--- src/rtl/dense_bias_unit_if.sv ---
// Bias-write, accumulator-in and result-out signals of dense_bias_unit.
// The master drives writes, accumulators and outReady; the slave is the unit.
interface dense_bias_unit_if #(
  parameter int unsigned WORD_SIZE   = 32,
  parameter int unsigned LENGTH_SIZE = 10
);
  localparam int unsigned ADR_SIZE = (LENGTH_SIZE > 1) ? $clog2(LENGTH_SIZE) : 1;

  logic                 wr;
  logic [ADR_SIZE-1:0]  wrAdr;
  logic [WORD_SIZE-1:0] wrData;
  logic                 start;
  logic                 inValid;
  logic                 inReady;
  logic [WORD_SIZE-1:0] inData;
  logic                 outValid;
  logic                 outReady;
  logic [WORD_SIZE-1:0] outData;
  logic [ADR_SIZE-1:0]  outIdx;
  logic                 outLast;

  modport master (
    output wr, wrAdr, wrData, start, inValid, inData, outReady,
    input  inReady, outValid, outData, outIdx, outLast
  );

  modport slave (
    input  wr, wrAdr, wrData, start, inValid, inData, outReady,
    output inReady, outValid, outData, outIdx, outLast
  );
endinterface

--- src/rtl/dense_bias_unit.sv ---
// Writable per-neuron bias bank plus a two-stage streaming adder with auto-advancing neuron index.
// Define BIAS_SAT_EN to saturate the sum instead of wrapping it.
module dense_bias_unit #(
  parameter int unsigned WORD_SIZE   = 32,
  parameter int unsigned LENGTH_SIZE = 10
) (
  input logic              clk,
  input logic              rst,
  dense_bias_unit_if.slave bus
);
  localparam int unsigned ADR_SIZE = (LENGTH_SIZE > 1) ? $clog2(LENGTH_SIZE) : 1;
  localparam logic [ADR_SIZE-1:0] LastIdx = ADR_SIZE'(LENGTH_SIZE - 1);

  logic [WORD_SIZE-1:0] bias_q [LENGTH_SIZE];
  logic [ADR_SIZE-1:0]  idx_q, idx_d, eff;
  logic                 stall, accept;

  logic                 s1_valid_q;
  logic [WORD_SIZE-1:0] s1_data_q, s1_bias_q;
  logic [ADR_SIZE-1:0]  s1_idx_q;

  logic                 s2_valid_q;
  logic [WORD_SIZE-1:0] s2_data_q;
  logic [ADR_SIZE-1:0]  s2_idx_q;
  logic                 s2_last_q;
  logic [WORD_SIZE-1:0] sum;

  assign stall       = s2_valid_q & ~bus.outReady;
  assign accept      = bus.inValid & ~stall;
  assign eff         = bus.start ? '0 : idx_q;
  assign bus.inReady = ~stall;

  assign bus.outValid = s2_valid_q;
  assign bus.outData  = s2_data_q;
  assign bus.outIdx   = s2_idx_q;
  assign bus.outLast  = s2_last_q;

`ifdef BIAS_SAT_EN
  logic [WORD_SIZE:0] sum_wide;
  assign sum_wide = {s1_data_q[WORD_SIZE-1], s1_data_q} + {s1_bias_q[WORD_SIZE-1], s1_bias_q};

  // Overflow iff the extra sign bit disagrees with the result's sign bit.
  always_comb begin
    sum = sum_wide[WORD_SIZE-1:0];
    if (sum_wide[WORD_SIZE] != sum_wide[WORD_SIZE-1]) begin
      sum = {sum_wide[WORD_SIZE], {(WORD_SIZE-1){~sum_wide[WORD_SIZE]}}};
    end
  end
`else
  assign sum = s1_data_q + s1_bias_q;
`endif

  // Bank is read in the accept cycle, so a same-cycle write lands only for later elements.
  always_ff @(posedge clk or posedge rst) begin
    if (rst) begin
      for (int unsigned i = 0; i < LENGTH_SIZE; i++) begin
        bias_q[i] <= '0;
      end
    end else if (bus.wr && (bus.wrAdr <= LastIdx)) begin
      bias_q[bus.wrAdr] <= bus.wrData;
    end
  end

  // A stall freezes the index even if start is asserted.
  always_comb begin
    idx_d = idx_q;
    if (!stall) begin
      if (accept) begin
        idx_d = (eff == LastIdx) ? '0 : eff + 1'b1;
      end else if (bus.start) begin
        idx_d = '0;
      end
    end
  end

  always_ff @(posedge clk or posedge rst) begin
    if (rst) begin
      idx_q      <= '0;
      s1_valid_q <= 1'b0;
      s1_data_q  <= '0;
      s1_bias_q  <= '0;
      s1_idx_q   <= '0;
      s2_valid_q <= 1'b0;
      s2_data_q  <= '0;
      s2_idx_q   <= '0;
      s2_last_q  <= 1'b0;
    end else begin
      idx_q <= idx_d;
      if (!stall) begin
        s1_valid_q <= accept;
        if (accept) begin
          s1_data_q <= bus.inData;
          s1_idx_q  <= eff;
          s1_bias_q <= bias_q[eff];
        end
        s2_valid_q <= s1_valid_q;
        if (s1_valid_q) begin
          s2_data_q <= sum;
          s2_idx_q  <= s1_idx_q;
          s2_last_q <= (s1_idx_q == LastIdx);
        end
      end
    end
  end
endmodule

--- src/flat_wrapper.sv ---
// flat-port wrapper written by rule: the top's interface ports become plain ports
module dense_bias_unit_flat 
#(
  parameter int unsigned WORD_SIZE   = 32,
  parameter int unsigned LENGTH_SIZE = 10
)
  (clk, rst, bus_wr, bus_wrAdr, bus_wrData, bus_start, bus_inValid, bus_inData, bus_outReady, bus_inReady, bus_outValid, bus_outData, bus_outIdx, bus_outLast);
  dense_bias_unit_if #(.WORD_SIZE(WORD_SIZE), .LENGTH_SIZE(LENGTH_SIZE)) bus_i ();
  input logic clk;
  input logic rst;
  input wire logic [$bits(bus_i.wr)-1:0] bus_wr;
  input wire logic [$bits(bus_i.wrAdr)-1:0] bus_wrAdr;
  input wire logic [$bits(bus_i.wrData)-1:0] bus_wrData;
  input wire logic [$bits(bus_i.start)-1:0] bus_start;
  input wire logic [$bits(bus_i.inValid)-1:0] bus_inValid;
  input wire logic [$bits(bus_i.inData)-1:0] bus_inData;
  input wire logic [$bits(bus_i.outReady)-1:0] bus_outReady;
  output wire logic [$bits(bus_i.inReady)-1:0] bus_inReady;
  output wire logic [$bits(bus_i.outValid)-1:0] bus_outValid;
  output wire logic [$bits(bus_i.outData)-1:0] bus_outData;
  output wire logic [$bits(bus_i.outIdx)-1:0] bus_outIdx;
  output wire logic [$bits(bus_i.outLast)-1:0] bus_outLast;
  assign bus_i.wr = bus_wr;
  assign bus_i.wrAdr = bus_wrAdr;
  assign bus_i.wrData = bus_wrData;
  assign bus_i.start = bus_start;
  assign bus_i.inValid = bus_inValid;
  assign bus_i.inData = bus_inData;
  assign bus_i.outReady = bus_outReady;
  assign bus_inReady = bus_i.inReady;
  assign bus_outValid = bus_i.outValid;
  assign bus_outData = bus_i.outData;
  assign bus_outIdx = bus_i.outIdx;
  assign bus_outLast = bus_i.outLast;
  dense_bias_unit #(.WORD_SIZE(WORD_SIZE), .LENGTH_SIZE(LENGTH_SIZE)) u_core (.clk(clk), .rst(rst), .bus(bus_i));
endmodule
--- config.mk ---
export PLATFORM = sky130hd
export DESIGN_NAME = dense_bias_unit_flat
export DESIGN_NICKNAME = d
export VERILOG_FILES = /design/src/rtl/dense_bias_unit_if.sv /design/src/rtl/dense_bias_unit.sv /design/src/flat_wrapper.sv
export SDC_FILE = /design/constraint.sdc
export NUM_CORES = 1
export LEC_CHECK = 0
export CAP_MARGIN = 10
export CORE_MARGIN = 1
export CORE_UTILIZATION = 60
export CTS_CLUSTER_DIAMETER = 120
export DETAILED_ROUTE_END_ITERATION = 10
export PLACE_DENSITY = 0.8
export SYNTH_ARGS = -nofsm -noshare
export SYNTH_HDL_FRONTEND = slang
export SYNTH_SLANG_ARGS = --single-unit
export TNS_END_PERCENT = 30
--- constraint.sdc ---
create_clock -name clk -period 18.3 [get_ports clk]
set_input_delay 3.66 -clock clk [delete_from_list [all_inputs] [get_ports clk]]
set_output_delay 3.66 -clock clk [all_outputs]
set_load 0.05 [all_outputs]
== Yosys cells after proc, flatten, opt, wreduce, memory -nomap -nowiden ==
Index checks and enable logic that the tools add are counted.

* Bits in registers: 431
* Bits of input ports: 74
* Logic and storage cells: 46

* Add/sub/neg operators: 2
* $lt $le $gt $ge: 4
* Eq/ne operators: 2
* Mux-type cells: 9
* Bitwise operators: 6
* Reductions and logical operators: 4

{| class="wikitable"
|+ Operator list
! cell !! number
|-
| $bwmux 320 || 1
|-
| $bmux 32 s4 || 1
|-
| $demux 32 s4 || 1
|-
| $mux 32 || 3
|-
| $add 32x32->32 || 1
|-
| $mux 4 || 3
|-
| $ge 5x5->1 const B || 2
|-
| $not 4->5 || 2
|-
| $eq 4x4->1 const B || 2
|-
| $lt 5x1->1 const B || 1
|-
| $add 4x1->4 const B || 1
|-
| $le 4x4->1 const B || 1
|-
| $reduce_and 2->1 || 2
|-
| $and 1x1->1 || 2
|-
| $logic_and 1x1->1 || 2
|-
| $not 1->1 || 2
|}

== Logic depth before layout (Yosys ltp) ==
Gate-level depths: netlist of run 1.

* Word-level depth: 6
* Depth in mapped cells: 10
* Mapped depth without buffers: 10

== Worst setup path after synthesis of run 1 ==
Ideal clock, no wire load.

* Path kind: input port to output port
* From: input port bus_outReady
* To: output port bus_inReady
* Arrival time: 4.381 ns
* Data required time: 14.640 ns
* Slack: 10.259 ns
* Stages: 2
* Buffers on the path: 0
* Path through: nor2b_1 > clkinv_1

* Longest elaborated chain between the ends: 3

{| class="wikitable"
|+ RTL lines
! element !! RTL line !! source
|-
| start, declared || flat_wrapper.sv:17 || <nowiki>input wire logic [$bits(bus_i.outReady)-1:0] bus_outReady;</nowiki>
|-
| $not 1->1 || dense_bias_unit.sv:28 || <nowiki>assign stall = s2_valid_q & ~bus.outReady;</nowiki>
|-
| $and 1x1->1 || dense_bias_unit.sv:28 ||
|-
| $not 1->1 || dense_bias_unit.sv:31 || <nowiki>assign bus.inReady = ~stall;</nowiki>
|-
| end, declared || flat_wrapper.sv:18 || <nowiki>output wire logic [$bits(bus_i.inReady)-1:0] bus_inReady;</nowiki>
|}

No other way between the ends.

== Worst setup path in the final report of run 1 ==
Same ends and word-level chain as after synthesis.

==> reports/metrics.cfg, run 1 <==
[run_status]
status = completed

[routing]
drtAntennaViolNets = 0
wl_per_cell_um = 22.0
totalWireLength_um = 51600
via_count = 14600
firstDrtPassIters = 5
vias_per_cell = 6.25
drc = 0
drtIter0Drc = 857

[cts]
numCtsBuffers = 45
cts_buffer_depth = 3
ctsResizeCount = 0
cts_max_level = 2
clkSinkCount = 431
cts-root-buf = clkbuf_16
post-cts-setup-buffers = 0
cts_tree = built
cts.clk_slew.worst_paths_ns = 0.06
clock_latency_ns = 0.57
cts_hold_buffers = 0

[setup_path]
start_kind = input pin
required_ns = 14.64
arrival_ns = 5.68
end_kind = output port
path_class = input pin to output port
path_max_fanout = 9
rr_worst_depth = 9

[timing]
finalCritPeriodShare_pct = 51.0
finalSetupTns_ns = 0
skew_ns = 0.0245
period_minus_slack_ns = 9.34
rsz0062_at_grt = false
maxClockFrequency_mhz = 107
drv_slew = 0
worst_pin_slew_ns = 1.03
hold_viol_final = 0
relSlewSlack_pct = 31.3
holdWs_ns = 0.479
layout_setup_ws_ns = 8.96
setup_viol = 0

[placement]
dp_hpwl_um = 29800
preCtsSetupSlack_ns = 9.00
dp.cells = 2259
io_buffer_count = 112
gp_congestion = 0.870

[finish]
nets = 1957
drive_gt1_share_pct = 28.9
layout.cells.non_filler = 2342
final_common_cell = dfrtp_1
syn_to_final_growth_pct = 13.7
n_antenna_cell = 0
final_cell_mix = dfrtp_1, mux2_2, nand2_1, a21oi_1, clkdlybuf4s50_1

[synth]
synth_edf_count = 0
async_flop_share_pct = 100
synth_warnings = 0
synth_seq_cells = 431
synth_ff_type = dfrtp_1
syn_area_um2 = 20900
ys_seq_area_share_pct = 51.6
postSynthCellCount = 1822
postSynthAreaPerCell_um2 = 11.5
synth.distinct_cells = 60
syn_nets = 1928

[pwr]
p_total_mw = 3.27
leakage_nw = 10.3
p_per_area_nw_per_um2 = 138
peakVddDrop_uv = 109

[floorplanning]
dieHeight_um = 189
pin_count = 113
rows = 68
coreArea_um2 = 34500
die_x_um = 189
dieArea_um2 = 35600
start_util_pct = 60.7

[global_route]
grt_pass1_vias = 15100
grt_max_degree = 164
grt_pass1_wl_um = 81900
grt_use_total_pct = 29.3
gr-total-overflow = 0
antenna_found_initial = 3

[worst_hold_path]
hp-class = register to register
hold_depth = 2

[job]
maxCapViolCount = 0

report_power, final:
part	switching, mW	total (mW)	internal, mW	leakage (nW)
Clock	0.365	0.911	0.546	0.739
Combinational	0.552	1.01	0.456	4.31
Sequential	0.159	1.35	1.19	5.30
Total	1.08	3.27	2.20	10.3
worst max-delay path: stages:
cell and delay [ns]:
clkdlybuf4s50_1 0.40, nor2b_1 0.39, clkinv_1 0.42, clkdlybuf4s50_1 0.81
routing by layer:
| layer | wire length, um | GRT usage [%] | part of all wire (%) | vias up |
|---|---|---|---|---|
| met3 | 4140 | 5.53 | 8.0 | 91 |
| li1 | - | - | - | 6558 |
| met5 | 35 | 0 | 0.068 | - |
| met4 | 1030 | 8.25 | 2.0 | 6 |
| met2 | 24400 | 48.0 | 47 | 556 |
| met1 | 22000 | 40.0 | 43 | 7421 |
logic make-up after synthesis:
logic type | share of synthesized area, %
compound gates | 10.7
xor+xnor | 1.01
fa+ha+maj | 1.95
buf+inv | 3.07
flops | 51.6
mux | 24.5
simple gates | 7.22
state kept, by name (all words and copies together) (netlist names):
register             cells
u_core.bus.outIdx        4
u_core.bus.outValid      1
u_core.bias_q          320
u_core.s1_idx_q          4
u_core.s1_valid_q        1
u_core.s1_bias_q        32
u_core.s1_data_q        32
u_core.bus.outData      32
u_core.bus.outLast       1
u_core.idx_q             4
layout make-up:
cell class                 instances  area (um^2)
clock buffer                      77         1440
clock inverter                     6         58.8
fill                            2380        10700
inverter                           8         37.5
multi-input combinational       1227         9550
sequential                       431        10800
tap                              455          569
timing repair buffer             138         1320
cell usage after synthesis (4+ instances only):
cell / number / share of area [%]
a21o_1: 18 / 0.65
xnor2_1: 16 / 0.67
and3_1: 4 / 0.12
nor3_1: 10 / 0.24
nand4_1: 5 / 0.15
mux2_2: 423 / 23
buf_2: 7 / 0.17
o21ai_1: 6 / 0.14
clkbuf_1: 91 / 1.6
dfrtp_1: 431 / 52
buf_1: 56 / 1.0
nand3_1: 14 / 0.34
xor2_1: 8 / 0.34
a21oi_1: 155 / 3.7
a31oi_1: 38 / 1.1
nand2b_1: 9 / 0.27
nor2b_1: 40 / 1.2
mux2i_1: 35 / 1.7
nand2_1: 194 / 3.5
nor2_1: 27 / 0.48
o221ai_1: 33 / 1.4
o21ai_0: 105 / 2.5
ha_1: 31 / 1.9
or3_1: 5 / 0.15
nor3b_1: 7 / 0.25
inv_1: 7 / 0.13
path summary, 6_finish.rpt:
path / start / slack [ns] / to
worst max-delay path: bus_outReady / 8.96 / bus_inReady
worst min-delay path: u_core.bus.outData[24] / 0.48 / u_core.bus.outData[24]
worst max register to register: u_core.bus.outValid / 14.93 / u_core.idx_q[3]
worst min register to register: u_core.bus.outData[24] / 0.48 / u_core.bus.outData[24]
max in group asynchronous: rst / 13.08 / u_core.bias_q[260]
min in group asynchronous: rst / 3.65 / u_core.s1_data_q[22]
per-stage QoR:
stage | instance area (um^2) | util (%)
final | 23800 | 69.0
after global routing | 23800 | 69.0
after CTS | 23800 | 69.0
after detailed placement | 22300 | 64.6
after global placement | 22300 | 64.6
after floorplan | 20900 | -
(Power assumes the default switching activity.)
==> inputs of run 2 (changes only) <==
--- a/config.mk
+++ b/config.mk
@@ -7,10 +7,10 @@
 export LEC_CHECK = 0
 export CAP_MARGIN = 10
 export CORE_MARGIN = 1
-export CORE_UTILIZATION = 60
+export CORE_UTILIZATION = 55
 export CTS_CLUSTER_DIAMETER = 120
 export DETAILED_ROUTE_END_ITERATION = 10
-export PLACE_DENSITY = 0.8
+export PLACE_DENSITY = 0.77
 export SYNTH_ARGS = -nofsm -noshare
 export SYNTH_HDL_FRONTEND = slang
 export SYNTH_SLANG_ARGS = --single-unit
==> constraint.sdc (replaced) <==
create_clock -name clk -period 8.2 [get_ports clk]
set_input_delay 1.64 -clock clk [delete_from_list [all_inputs] [get_ports clk]]
set_output_delay 1.64 -clock clk [all_outputs]
set_load 0.05 [all_outputs]
==> reports/metrics.cfg, run 2 (synthesis gave the netlist of run 1 again) <==
[run_status]
status = completed

[cts]
cts_hold_buffers = 0
cts-root-buf = clkbuf_16
numCtsBuffers = 44
cts_buffer_depth = 3
clock_latency_ns = 0.57
cts.clk_slew.worst_paths_ns = 0.06
ctsResizeCount = 0
cts_max_level = 2
clkSinkCount = 431
post-cts-setup-buffers = 0
cts_tree = built

[routing]
drc = 0
wl_per_cell_um = 21.4
drtAntennaViolNets = 0
firstDrtPassIters = 7
vias_per_cell = 6.07
via_count = 14500
totalWireLength_um = 51100
drtIter0Drc = 1147

[pwr]
peakVddDrop_uv = 174
p_total_mw = 7.28
leakage_nw = 10.3
p_per_area_nw_per_um2 = 306

[setup_path]
arrival_ns = 3.66
cp-endpoint = bus_inReady
reg2reg_slack_ns = 4.39
rr_worst_depth = 8
start_kind = input pin
end_kind = output port
required_ns = 6.56
r2r_end = u_core.idx_q[3]
path_class = input pin to output port
path_max_fanout = 9
crit_start = bus_outReady
r2r_start = u_core.idx_q[0]

[floorplanning]
dieHeight_um = 197
pin_count = 113
dieArea_um2 = 38800
rows = 71
start_util_pct = 55.7
coreArea_um2 = 37600
die_x_um = 197

[finish]
final_cell_mix = dfrtp_1, mux2_2, nand2_1, a21oi_1, clkdlybuf4s50_1
drive_gt1_share_pct = 29.2
post-route-util_pct = 63.3
regMostFlops = u_core.bias_q
nets = 1955
final_common_cell = dfrtp_1
syn_to_final_growth_pct = 13.8
largest_register_ffs = 320
layout.cells.non_filler = 2394

[timing]
setup_viol = 0
drv_slew = 0
period_minus_slack_ns = 5.30
finalSetupTns_ns = 0
layout_setup_ws_ns = 2.90
skew_ns = 0.0214
hold_viol_final = 0
finalCritPeriodShare_pct = 64.6
worst_pin_slew_ns = 1.14
maxClockFrequency_mhz = 189
relSlewSlack_pct = 24.0
rsz0062_at_grt = false

[placement]
io_buffer_count = 112
dp.cells = 2314
dp_hpwl_um = 30000
gp_congestion = 0.929
preCtsSetupSlack_ns = 2.93

[global_route]
grt_pass1_wl_um = 81600
grt_max_degree = 151
grt_use_total_pct = 26.9
antenna_found_initial = 2
gr-total-overflow = 0
grt_pass1_vias = 14800

[worst_hold_path]
hp-class = register to register
min_from = u_core.bus.outData[24]

[job]
maxCapViolCount = 0

run 2: cell count changes in the layout (fill, tap and decap cells not counted), sizes merged:
cell / delta
diode: +1
clkinvlp: +4
buf: -1
bufinv: +1
clkinv: +2
clkbuf: -11
run 2: routing by layer:
metal,wire (um),global-route usage (%)
met3,3550,5.92
met5,9,0
met4,1030,7.18
met1,22400,36.2
met2,24100,44.1
run 2: where the power goes:
| part | total, mW | switching [mW] | internal [mW] |
|---|---|---|---|
| clock network | 2.03 | 0.840 | 1.19 |
| logic | 2.23 | 1.22 | 1.02 |
| registers | 3.02 | 0.354 | 2.66 |
run 2: cell type report:
type | instances | area, um^2
clock inverter | 13 | 130
sequential | 431 | 10800
inverter | 8 | 33.8
fill | 2842 | 13800
timing repair buffer | 137 | 1320
tap | 511 | 639
antenna | 1 | 2.50
clock buffer | 66 | 1340
multi-input combinational | 1227 | 9550
run 2: how the worst min path moves through the flow:
stage	endpoint	slack (ns)	depth (start not counted)
4_1_cts	u_core.bus.outData[3]	0.48	2
3_3_place_gp	u_core.bus.outData[27]	0.46	2
2_1_floorplan	u_core.s1_bias_q[0]	0.46	2
5_1_grt	u_core.bus.outData[27]	0.50	2
6_report	u_core.bus.outData[24]	0.48	2
3_5_place_dp	u_core.bus.outData[3]	0.47	2
run 2: critical path, cell delays in order:
cell and delay [ns]:
clkdlybuf4s50_1 0.40, nor2b_1 0.37, clkinv_1 0.42, clkdlybuf4s50_1 0.82
run 2: per-stage QoR:
stage	hold slack [ns]	instance area, um^2
detailed placement	0.470	22300
finish	0.479	23800
global placement	0.462	22300
floorplan	0.456	20900
CTS	0.484	23800
global route	0.496	23800
==> inputs of run 3 (changes only) <==
--- a/config.mk
+++ b/config.mk
@@ -7,10 +7,10 @@
 export LEC_CHECK = 0
 export CAP_MARGIN = 10
 export CORE_MARGIN = 1
-export CORE_UTILIZATION = 55
+export CORE_UTILIZATION = 60
 export CTS_CLUSTER_DIAMETER = 120
 export DETAILED_ROUTE_END_ITERATION = 10
-export PLACE_DENSITY = 0.77
+export PLACE_DENSITY = 0.8
 export SYNTH_ARGS = -nofsm -noshare
 export SYNTH_HDL_FRONTEND = slang
 export SYNTH_SLANG_ARGS = --single-unit
==> constraint.sdc (replaced) <==
create_clock -name clk -period 5.03 [get_ports clk]
set_input_delay 1.006 -clock clk [delete_from_list [all_inputs] [get_ports clk]]
set_output_delay 1.006 -clock clk [all_outputs]
set_load 0.05 [all_outputs]
==> reports/metrics.cfg, run 3 (synthesis gave the netlist of run 1 again) <==
[floorplanning]
die_x_um = 189
rows = 68
pin_count = 113
coreArea_um2 = 34500
dieHeight_um = 189
dieArea_um2 = 35600
start_util_pct = 60.7

[worst_hold_path]
hold_depth = 2
min_from = u_core.bus.outData[16]
hold_path_end = u_core.bus.outData[16]
hp-class = register to register

[cts]
cts_tree = built
ctsResizeCount = 0
clkSinkCount = 431
cts.clk_slew.worst_paths_ns = 0.06
cts-root-buf = clkbuf_16
cts_max_level = 2
clock_latency_ns = 0.55
post-cts-setup-buffers = 0
cts_hold_buffers = 0
cts_buffer_depth = 3
numCtsBuffers = 44

[finish]
nets = 1960
syn_to_final_growth_pct = 14.0
regMostFlops = u_core.bias_q
n_antenna_cell = 0
final_common_cell = dfrtp_1
largest_register_ffs = 320
drive_gt1_share_pct = 29.4
final_cell_mix = dfrtp_1, mux2_2, nand2_1, a21oi_1, clkdlybuf4s50_1
post-route-util_pct = 69.2

[timing]
relSlewSlack_pct = 16.8
maxClockFrequency_mhz = 246
finalCritPeriodShare_pct = 80.8
holdWs_ns = 0.481
rsz0062_at_grt = false
drv_slew = 0
period_minus_slack_ns = 4.06
finalSetupTns_ns = 0
worst_pin_slew_ns = 1.25
setup_viol = 0
hold_viol_final = 0
skew_ns = 0.0145

[setup_path]
path_max_fanout = 9
rr_worst_depth = 7
start_kind = input pin
r2r_end = u_core.s1_bias_q[7]
path_buf_inv = 3
crit_chain = clkdlybuf4s50_1 -> nor2b_1 -> clkinv_1 -> clkdlybuf4s50_1
end_kind = output port
required_ns = 4.02
path_delay_family = buffers and inverters
path_class = input pin to output port
cpMostUsedCell = clkdlybuf4s50_1
critPathMaxStageDelay_ns = 0.81
reg2reg_slack_ns = 1.95
arrival_ns = 3.06
r2r_start = u_core.idx_q[0]
cp_slowest_cell = clkdlybuf4s50_1

[routing]
vias_per_cell = 6.31
totalWireLength_um = 51500
drtAntennaViolNets = 0
drtIter0Drc = 1012
drc = 0
firstDrtPassIters = 5
via_count = 14800
wl_per_cell_um = 22.0

[global_route]
gr-total-overflow = 0
grt_use_total_pct = 29.4
grt_pass1_vias = 15100
grt_max_degree = 134
antenna_found_initial = 2
grt_pass1_wl_um = 82300

[pwr]
clkPwrFrac_pct = 27.6
swShare_pct = 33.2
comb_power_share_pct = 31.3
pwr-share-seq_pct = 41.1
p_per_area_nw_per_um2 = 498
switching_power_mw = 3.94
peakVddDrop_uv = 399
internal_power_mw = 7.94
leakage_nw = 10.4

[placement]
io_buffer_count = 112
gp_congestion = 0.900
dp_hpwl_um = 30600

[job]
maxCapViolCount = 0

[run_status]
status = completed

run 3: cell count changes in the layout (fill, tap and decap cells not counted), moves of 2 or more:
| cell | previous run | this run |
|---|---|---|
| buf_12 | 1 | 7 |
| clkinv_2 | 6 | 10 |
| clkinvlp_4 | 4 | 2 |
| inv_6 | 2 | 0 |
run 3: area by class of cell:
type	count	area [um^2]
Inverter	8	33.8
Timing Repair Buffer	142	1430
Sequential cell	431	10800
Multi-Input combinational cell	1227	9550
Fill cell	2363	10600
Clock buffer	67	1370
Tap cell	455	569
Clock inverter	13	104
run 3: worst max-delay path by stage:
stage / start / endpoint / depth (start not counted)
global route: bus_outReady / bus_inReady / 4
global placement: bus_outReady / bus_inReady / 4
CTS: bus_outReady / bus_inReady / 4
finish: bus_outReady / bus_inReady / 4
detailed placement: bus_outReady / bus_inReady / 4
floorplan: rst / u_core.bias_q[0] / 1
run 3: power by group through the flow:
stage	registers [mW]	logic, mW	clock network (mW)
after detailed placement	4.91	3.68	0
after CTS	4.87	3.71	3.31
after global routing	4.98	4.03	3.46
after floorplan	5.19	2.35	0
final	4.88	3.72	3.27
after global placement	4.85	3.57	0
run 3: metrics by stage:
step | instances | area (um^2) | total power, mW | setup WS [ns]
detailed placement | 2263 | 22400 | 8.59 | 0.974
finish | 2343 | 23800 | 11.9 | 0.967
global placement | 2263 | 22400 | 8.42 | 1.07
global route | 2343 | 23800 | 12.5 | 0.920
CTS | 2343 | 23800 | 11.9 | 0.972
floorplan | 1822 | 20900 | 7.54 | -1.80
run 3: worst register-to-register path: stages, from the launching register on:
cell	delay, ns
dfrtp_4	0.76
buf_4	0.46
nand2b_2	0.44
buf_12	0.36
mux2i_1	0.18
o21ai_0	0.09
a31oi_1	0.48
o21ai_0	0.15
run 3: layer usage:
metal	vias to the layer above	part of all wire, %	track usage [%]	wire length, um
met1	7549	43	40.4	22200
met2	562	47	46.8	24100
li1	6564	-	-	-
met5	-	0.066	0	34
met4	4	2.6	9.65	1340
met3	109	7.5	6.28	3880
